**config.mk**
```make
export PLATFORM = sky130hd
export DESIGN_NAME = pid_arbiter_flat
export DESIGN_NICKNAME = d
export VERILOG_FILES = /design/src/rtl/pid_arbiter_if.sv /design/src/rtl/pid_arbiter.sv /design/src/flat_wrapper.sv
export SDC_FILE = /design/constraint.sdc
export NUM_CORES = 1
export LEC_CHECK = 0
export ABC_AREA = 1
export CAP_MARGIN = 20
export CORE_MARGIN = 2
export CORE_UTILIZATION = 46
export DETAILED_ROUTE_END_ITERATION = 8
export PLACE_DENSITY = 0.86
export RECOVER_POWER = 100
export SYNTH_ARGS = -nofsm -noshare
export SYNTH_HDL_FRONTEND = slang
export SYNTH_SLANG_ARGS = --single-unit
```
**constraint.sdc**
```tcl
create_clock -name clk -period 4.95 [get_ports clk]
set_input_delay 0.99 -clock clk [delete_from_list [all_inputs] [get_ports clk]]
set_output_delay 0.99 -clock clk [all_outputs]
set_load 0.01 [all_outputs]
```
**src/rtl/pid_arbiter_if.sv**
```systemverilog
// Bus bundle between pid_arbiter, its requesting control loops and the shared PID engine.
// The slave modport is the arbiter's view; the master modport is the requester/engine side.
interface pid_arbiter_if #(
  parameter int unsigned N_REQ = 4,
  parameter int unsigned DW    = 8
);
  localparam int unsigned CW = (N_REQ > 1) ? $clog2(N_REQ) : 1;

  // Requester side
  logic [N_REQ-1:0]    req;
  logic [N_REQ*DW-1:0] req_setpoint;
  logic [N_REQ*DW-1:0] req_feedback;
  logic [N_REQ-1:0]    ack;
  logic [DW-1:0]       result;

  // Engine side
  logic                eng_start;
  logic [CW-1:0]       eng_chan;
  logic [DW-1:0]       eng_setpoint;
  logic [DW-1:0]       eng_feedback;
  logic                eng_done;
  logic [DW-1:0]       eng_result;

  // Status
  logic                timeout_err;
  logic                busy;

  modport master (
    output req, req_setpoint, req_feedback, eng_done, eng_result,
    input  ack, result, eng_start, eng_chan, eng_setpoint, eng_feedback, timeout_err, busy
  );

  modport slave (
    input  req, req_setpoint, req_feedback, eng_done, eng_result,
    output ack, result, eng_start, eng_chan, eng_setpoint, eng_feedback, timeout_err, busy
  );
endinterface

```
**src/rtl/pid_arbiter.sv**
```systemverilog
// Round-robin arbiter time-sharing one PID engine among N_REQ control loops.
// Flow per transaction: IDLE (arbitrate, latch operands) -> ISSUE (start pulse) ->
// WAIT (until engine done) -> RESP (one-cycle ack with result).
// Optional watchdog on WAIT enabled by defining PID_ARB_TIMEOUT_EN.
module pid_arbiter #(
  parameter int unsigned N_REQ   = 4,
  parameter int unsigned DW      = 8,
  parameter int unsigned TIMEOUT = 15
) (
  input logic          clk,
  input logic          rst,
  pid_arbiter_if.slave arb_io
);
  localparam int unsigned CW = (N_REQ > 1) ? $clog2(N_REQ) : 1;

  typedef enum logic [1:0] {StIdle, StIssue, StWait, StResp} state_e;

  state_e           state_q;
  logic [CW-1:0]    chan_q;
  logic [CW-1:0]    last_grant_q;
  logic [DW-1:0]    sp_q;
  logic [DW-1:0]    fb_q;
  logic [DW-1:0]    result_q;
  logic [N_REQ-1:0] ack_q;
  logic             start_q;
  logic             busy_q;

  logic             pick_vld;
  logic [CW-1:0]    pick_idx;

`ifdef PID_ARB_TIMEOUT_EN
  logic [7:0]       wait_cnt_q;
  logic             timeout_err_q;
`endif

  // Rotating-priority search starting just after the last served channel.
  always_comb begin
    logic [CW-1:0] cand;
    pick_vld = 1'b0;
    pick_idx = '0;
    cand     = '0;
    for (int unsigned k = 1; k <= N_REQ; k++) begin
      cand = CW'((32'(last_grant_q) + k) % N_REQ);
      if (!pick_vld && arb_io.req[cand]) begin
        pick_vld = 1'b1;
        pick_idx = cand;
      end
    end
  end

  // Control FSM; every output is a register updated on the transition into its state.
  always_ff @(posedge clk or posedge rst) begin
    if (rst) begin
      state_q       <= StIdle;
      chan_q        <= '0;
      last_grant_q  <= CW'(N_REQ - 1);
      sp_q          <= '0;
      fb_q          <= '0;
      result_q      <= '0;
      ack_q         <= '0;
      start_q       <= 1'b0;
      busy_q        <= 1'b0;
`ifdef PID_ARB_TIMEOUT_EN
      wait_cnt_q    <= '0;
      timeout_err_q <= 1'b0;
`endif
    end else begin
      // Pulsed outputs default low; result is only visible alongside ack.
      start_q  <= 1'b0;
      ack_q    <= '0;
      result_q <= '0;
`ifdef PID_ARB_TIMEOUT_EN
      timeout_err_q <= 1'b0;
`endif
      unique case (state_q)
        StIdle: begin
          if (pick_vld) begin
            chan_q  <= pick_idx;
            sp_q    <= arb_io.req_setpoint[pick_idx*DW +: DW];
            fb_q    <= arb_io.req_feedback[pick_idx*DW +: DW];
            start_q <= 1'b1;
            busy_q  <= 1'b1;
            state_q <= StIssue;
          end
        end
        StIssue: begin
`ifdef PID_ARB_TIMEOUT_EN
          wait_cnt_q <= '0;
`endif
          state_q <= StWait;
        end
        StWait: begin
          if (arb_io.eng_done) begin
            // Done beats a watchdog expiry in the same cycle.
            result_q <= arb_io.eng_result;
            ack_q    <= N_REQ'(1) << chan_q;
            state_q  <= StResp;
          end
`ifdef PID_ARB_TIMEOUT_EN
          else if (wait_cnt_q == 8'(TIMEOUT - 1)) begin
            wait_cnt_q    <= 8'(TIMEOUT);
            ack_q         <= N_REQ'(1) << chan_q;
            timeout_err_q <= 1'b1;
            state_q       <= StResp;
          end else begin
            wait_cnt_q <= wait_cnt_q + 8'd1;
          end
`endif
        end
        StResp: begin
          last_grant_q <= chan_q;
          busy_q       <= 1'b0;
          state_q      <= StIdle;
        end
        default: state_q <= StIdle;
      endcase
    end
  end

  assign arb_io.ack          = ack_q;
  assign arb_io.result       = result_q;
  assign arb_io.eng_start    = start_q;
  assign arb_io.eng_chan     = chan_q;
  assign arb_io.eng_setpoint = sp_q;
  assign arb_io.eng_feedback = fb_q;
  assign arb_io.busy         = busy_q;

`ifdef PID_ARB_TIMEOUT_EN
  assign arb_io.timeout_err = timeout_err_q;
`else
  // Watchdog absent: WAIT never gives up.
  assign arb_io.timeout_err = 1'b0;
  logic unused_timeout;
  assign unused_timeout = ^TIMEOUT;
`endif

endmodule

```
**src/flat_wrapper.sv**
```systemverilog
// flat-port wrapper written by rule: the top's interface ports become plain ports
module pid_arbiter_flat 
#(
  parameter int unsigned N_REQ   = 4,
  parameter int unsigned DW      = 8,
  parameter int unsigned TIMEOUT = 15
)
  (clk, rst, arb_io_req, arb_io_req_setpoint, arb_io_req_feedback, arb_io_eng_done, arb_io_eng_result, arb_io_ack, arb_io_result, arb_io_eng_start, arb_io_eng_chan, arb_io_eng_setpoint, arb_io_eng_feedback, arb_io_timeout_err, arb_io_busy);
  pid_arbiter_if #(.N_REQ(N_REQ), .DW(DW)) arb_io_i ();
  input logic clk;
  input logic rst;
  input wire logic [$bits(arb_io_i.req)-1:0] arb_io_req;
  input wire logic [$bits(arb_io_i.req_setpoint)-1:0] arb_io_req_setpoint;
  input wire logic [$bits(arb_io_i.req_feedback)-1:0] arb_io_req_feedback;
  input wire logic [$bits(arb_io_i.eng_done)-1:0] arb_io_eng_done;
  input wire logic [$bits(arb_io_i.eng_result)-1:0] arb_io_eng_result;
  output wire logic [$bits(arb_io_i.ack)-1:0] arb_io_ack;
  output wire logic [$bits(arb_io_i.result)-1:0] arb_io_result;
  output wire logic [$bits(arb_io_i.eng_start)-1:0] arb_io_eng_start;
  output wire logic [$bits(arb_io_i.eng_chan)-1:0] arb_io_eng_chan;
  output wire logic [$bits(arb_io_i.eng_setpoint)-1:0] arb_io_eng_setpoint;
  output wire logic [$bits(arb_io_i.eng_feedback)-1:0] arb_io_eng_feedback;
  output wire logic [$bits(arb_io_i.timeout_err)-1:0] arb_io_timeout_err;
  output wire logic [$bits(arb_io_i.busy)-1:0] arb_io_busy;
  assign arb_io_i.req = arb_io_req;
  assign arb_io_i.req_setpoint = arb_io_req_setpoint;
  assign arb_io_i.req_feedback = arb_io_req_feedback;
  assign arb_io_i.eng_done = arb_io_eng_done;
  assign arb_io_i.eng_result = arb_io_eng_result;
  assign arb_io_ack = arb_io_i.ack;
  assign arb_io_result = arb_io_i.result;
  assign arb_io_eng_start = arb_io_i.eng_start;
  assign arb_io_eng_chan = arb_io_i.eng_chan;
  assign arb_io_eng_setpoint = arb_io_i.eng_setpoint;
  assign arb_io_eng_feedback = arb_io_i.eng_feedback;
  assign arb_io_timeout_err = arb_io_i.timeout_err;
  assign arb_io_busy = arb_io_i.busy;
  pid_arbiter #(.N_REQ(N_REQ), .DW(DW), .TIMEOUT(TIMEOUT)) u_core (.clk(clk), .rst(rst), .arb_io(arb_io_i));
endmodule
```
==> flow_summary.toml <==
[status]
status = "complete, but fails checks"
violations = "max-capacitance violations, max-slew violations"

[yosys]
synth_top_area_cell = "dfrtp_1"
yosys-top-cells-area = "dfrtp_1, nand2_1, inv_1"
ys.flop_type = "dfrtp_1"
synth_edf_count = 0
ys_types = 26
netlist.area_leader.share_pct = 33.0
avgSynthCellArea_sq_um = 6.86
synth_compound_gate_area_share_pct = 2.52
synthSimpleGateAreaFrac_pct = 43.7
synth_xor_area_share_pct = 0
seq_area_frac_synth_pct = 35.0
synth_seq_cells = 36
synth_area_sq_um = 2580
muxShareOfSynthArea_pct = 0
syn_inst = 376
synthArstFlopShare_pct = 100
synth_most_common_cell = "nand2_1"
synthAdderAreaFrac_pct = 1.94
synth_fp_nets = 459
yosysWarningCount = 0
synthTopCellsByCount = "nand2_1, inv_1, dfrtp_1, nand3_1, nand4_1"
synth_top_family_by_area = "simple AND/OR/NAND/NOR gates"

[clock_tree]
cts_setup_buffers = 0
clk_pin_slew_ns = 0.07
h-tree-depth = 2
cts.path.max_buffers = 2
ctsResizeCount = 0
insertion_delay_ns = 0.29
cts_buffers = 5
cts_hold_buffers = 0
cts_sinks = 36
cts_tree = "built"
root_buffer = "clkbuf_8"

[power_and_ir_drop]
intPower_mw = 1.11
clock_power_share_pct = 9.4
power_density_nw_per_um2 = 607
p_leak_nw = 2.05
pwr-share-comb_pct = 68.7
switching_share_pct = 51.0
peakVddDrop_v = 0.000498
p_switching_mw = 1.16
power_frac_seq_pct = 21.9

[route]
finalWirelength_um = 6720
drt_iter0_markers = 159
drt-pass1-iter-count = 5
wire_per_inst_um = 12.2
remaining_drc_errors = 0
vias = 2670
via_per_inst = 4.85
ant_nets = 0

[global_routing]
grt_max_degree = 41
grt.busiest_layer = "met2"
use_met3_pct = 5.57
grt_pass1_wl_um = 11000
gr-usage-all-layers_pct = 21.9
overflow = 0
grt.met2_usage_pct = 38.2
antenna_found_initial = 0
grt_pass1_vias = 2515
grtUsageMet1_pct = 27.9

[sta]
clock_skew_ns = 0.00827
finalSetupViolCount = 0
finalSetupTns_ns = 0
finalCritPeriodShare_pct = 69.9
slew_viol_final = 37
finalHoldViolCount = 0
fmax_mhz = 289
max-slew-margin-rel_pct = -25.7
rsz0062_at_grt = "false"
finalCriticalPeriod_ns = 3.46
worst_pin_slew_ns = 1.88

[worst_setup_path]
cp-end-kind = "register"
crit_arrival_ns = 3.62
path_class = "primary input to register"
path_cells = "dlygate4sd3_1, nand2_1, nand2_1, nand2_1, nand2_4, nor2_1, nand3_1, a21oi_2, nor2_1, nand3_1, nand3_1"
setup.worst_path.start = "arb_io_req[0]"
worstPathMaxFanout = 13
slowest_delay_ns = 0.74
startpoint_type = "primary input"
r2r_start = "u_core.last_grant_q[0]$_DFFE_PP1P_"
worst_ep_required_time_ns = 5.11
slowest_stage = "a21oi_2"

[flow_run]
cap_violations = 1

[layout]
finish.net_count = 561
utilization_pct = 68.2
stdcell_count = 551
drive_gt1_share_pct = 7.52
diodes = 0
layout-area-overhead-vs-synth_pct = 44.6

[floorplanning]
fp.coreArea_sq_um = 5470
fp.dieH_um = 78.9
die_area_sq_um = 6230
rows = 27
boundaryPins = 112
die_w_um = 78.9
start_util_pct = 47.2

[min_path]
min_from = "u_core.arb_io.eng_setpoint[2]$_DFFE_PP0P_"
hold_class = "register to register"

[place]
dpl.hpwl_um = 5040
place.gp.congestion = 0.821
dp.cells = 543
port_buffers = 110
worst paths after layout:
check                                                            endpoint  slack [ns]  cells past startpoint
worst min-delay path            u_core.arb_io.eng_setpoint[2]$_DFFE_PP0P_        0.48                      2
max in group asynchronous       u_core.arb_io.eng_setpoint[6]$_DFFE_PP0P_        2.05                      3
worst max-delay path            u_core.arb_io.eng_setpoint[5]$_DFFE_PP0P_        1.49                     11
worst max register to register  u_core.arb_io.eng_setpoint[5]$_DFFE_PP0P_        1.87                     11
min in group asynchronous           u_core.arb_io.eng_chan[0]$_DFFE_PP0P_        1.82                      3
worst min register to register  u_core.arb_io.eng_setpoint[2]$_DFFE_PP0P_        0.48                      2
cell type report:
| cell class | instances | area [sq um] |
|---|---|---|
| inverter | 82 | 313 |
| clock inverter | 2 | 10.0 |
| tap | 72 | 90.1 |
| fill | 470 | 1740 |
| sequential | 36 | 903 |
| timing repair buffer | 112 | 1110 |
| multi-input combinational | 241 | 1220 |
| clock buffer | 6 | 82.6 |
layer usage:
| layer | part of all wire (%) | up-vias |
|---|---|---|
| li1 | - | 1352 |
| met1 | 42 | 1215 |
| met2 | 49 | 97 |
| met3 | 8.0 | 6 |
| met4 | 0.76 | 0 |
| met5 | 0 | - |
power groups by stage:
stage	registers [mW]	logic (mW)	clock network [mW]
6_report	0.496	1.56	0.213
5_1_grt	0.511	1.77	0.230
4_1_cts	0.503	1.63	0.217
3_5_place_dp	0.506	1.63	0
3_3_place_gp	0.503	1.57	0
2_1_floorplan	0.526	1.22	0
metrics by stage:
stage	total power, mW	instance area, sq um	setup WS, ns	hold WS, ns
6_report	2.27	3730	1.49	0.477
4_1_cts	2.35	3760	1.85	0.483
3_5_place_dp	2.13	3670	1.52	0.464
5_1_grt	2.51	3730	1.20	0.495
2_1_floorplan	1.75	2580	2.74	0.481
3_3_place_gp	2.08	3670	1.63	0.460
cells in the final DEF, fill, tap and decap left out:
master / count
nor4_1: 4
dlygate4sd3_1: 35
clkdlybuf4s50_1: 75
a21oi_1: 2
inv_6: 1
clkbuf_1: 1
nor2_1: 14
a21boi_0: 1
a21oi_2: 1
dfstp_1: 2
buf_4: 1
conb_1: 1
nand3_4: 2
dfrtp_1: 34
nand2_1: 121
clkinv_2: 2
nand3_1: 32
nand2_2: 6
or2_0: 8
nand2_4: 2
inv_1: 78
inv_2: 3
nand4_1: 25
nand3_2: 11
o21ai_2: 1
clkbuf_8: 6
o21ai_0: 6
ha_1: 4
state kept, by name (all words and copies together) (netlist names):
signal and cells:
u_core.arb_io.eng_feedback 8, u_core.arb_io.eng_setpoint 8, u_core.arb_io.result 8, u_core.arb_io.ack 4, u_core.arb_io.eng_chan 2, u_core.last_grant_q 2
u_core.state_q 2, u_core.arb_io.busy 1, u_core.arb_io.eng_start 1
kinds of logic after synthesis:
kind of cell / Yosys count
simple gates: 225
buf+inv: 99
flops: 36
compound gates: 11
fa+ha+maj: 4
other cells: 1
worst max-delay path: cells and delay by family:
kind / cells / cell delay, ns
compound gates: 1 / 0.74
simple gates: 9 / 1.32
buf+inv: 1 / 0.57
Note: power is estimated with default switching activity, not from simulation.
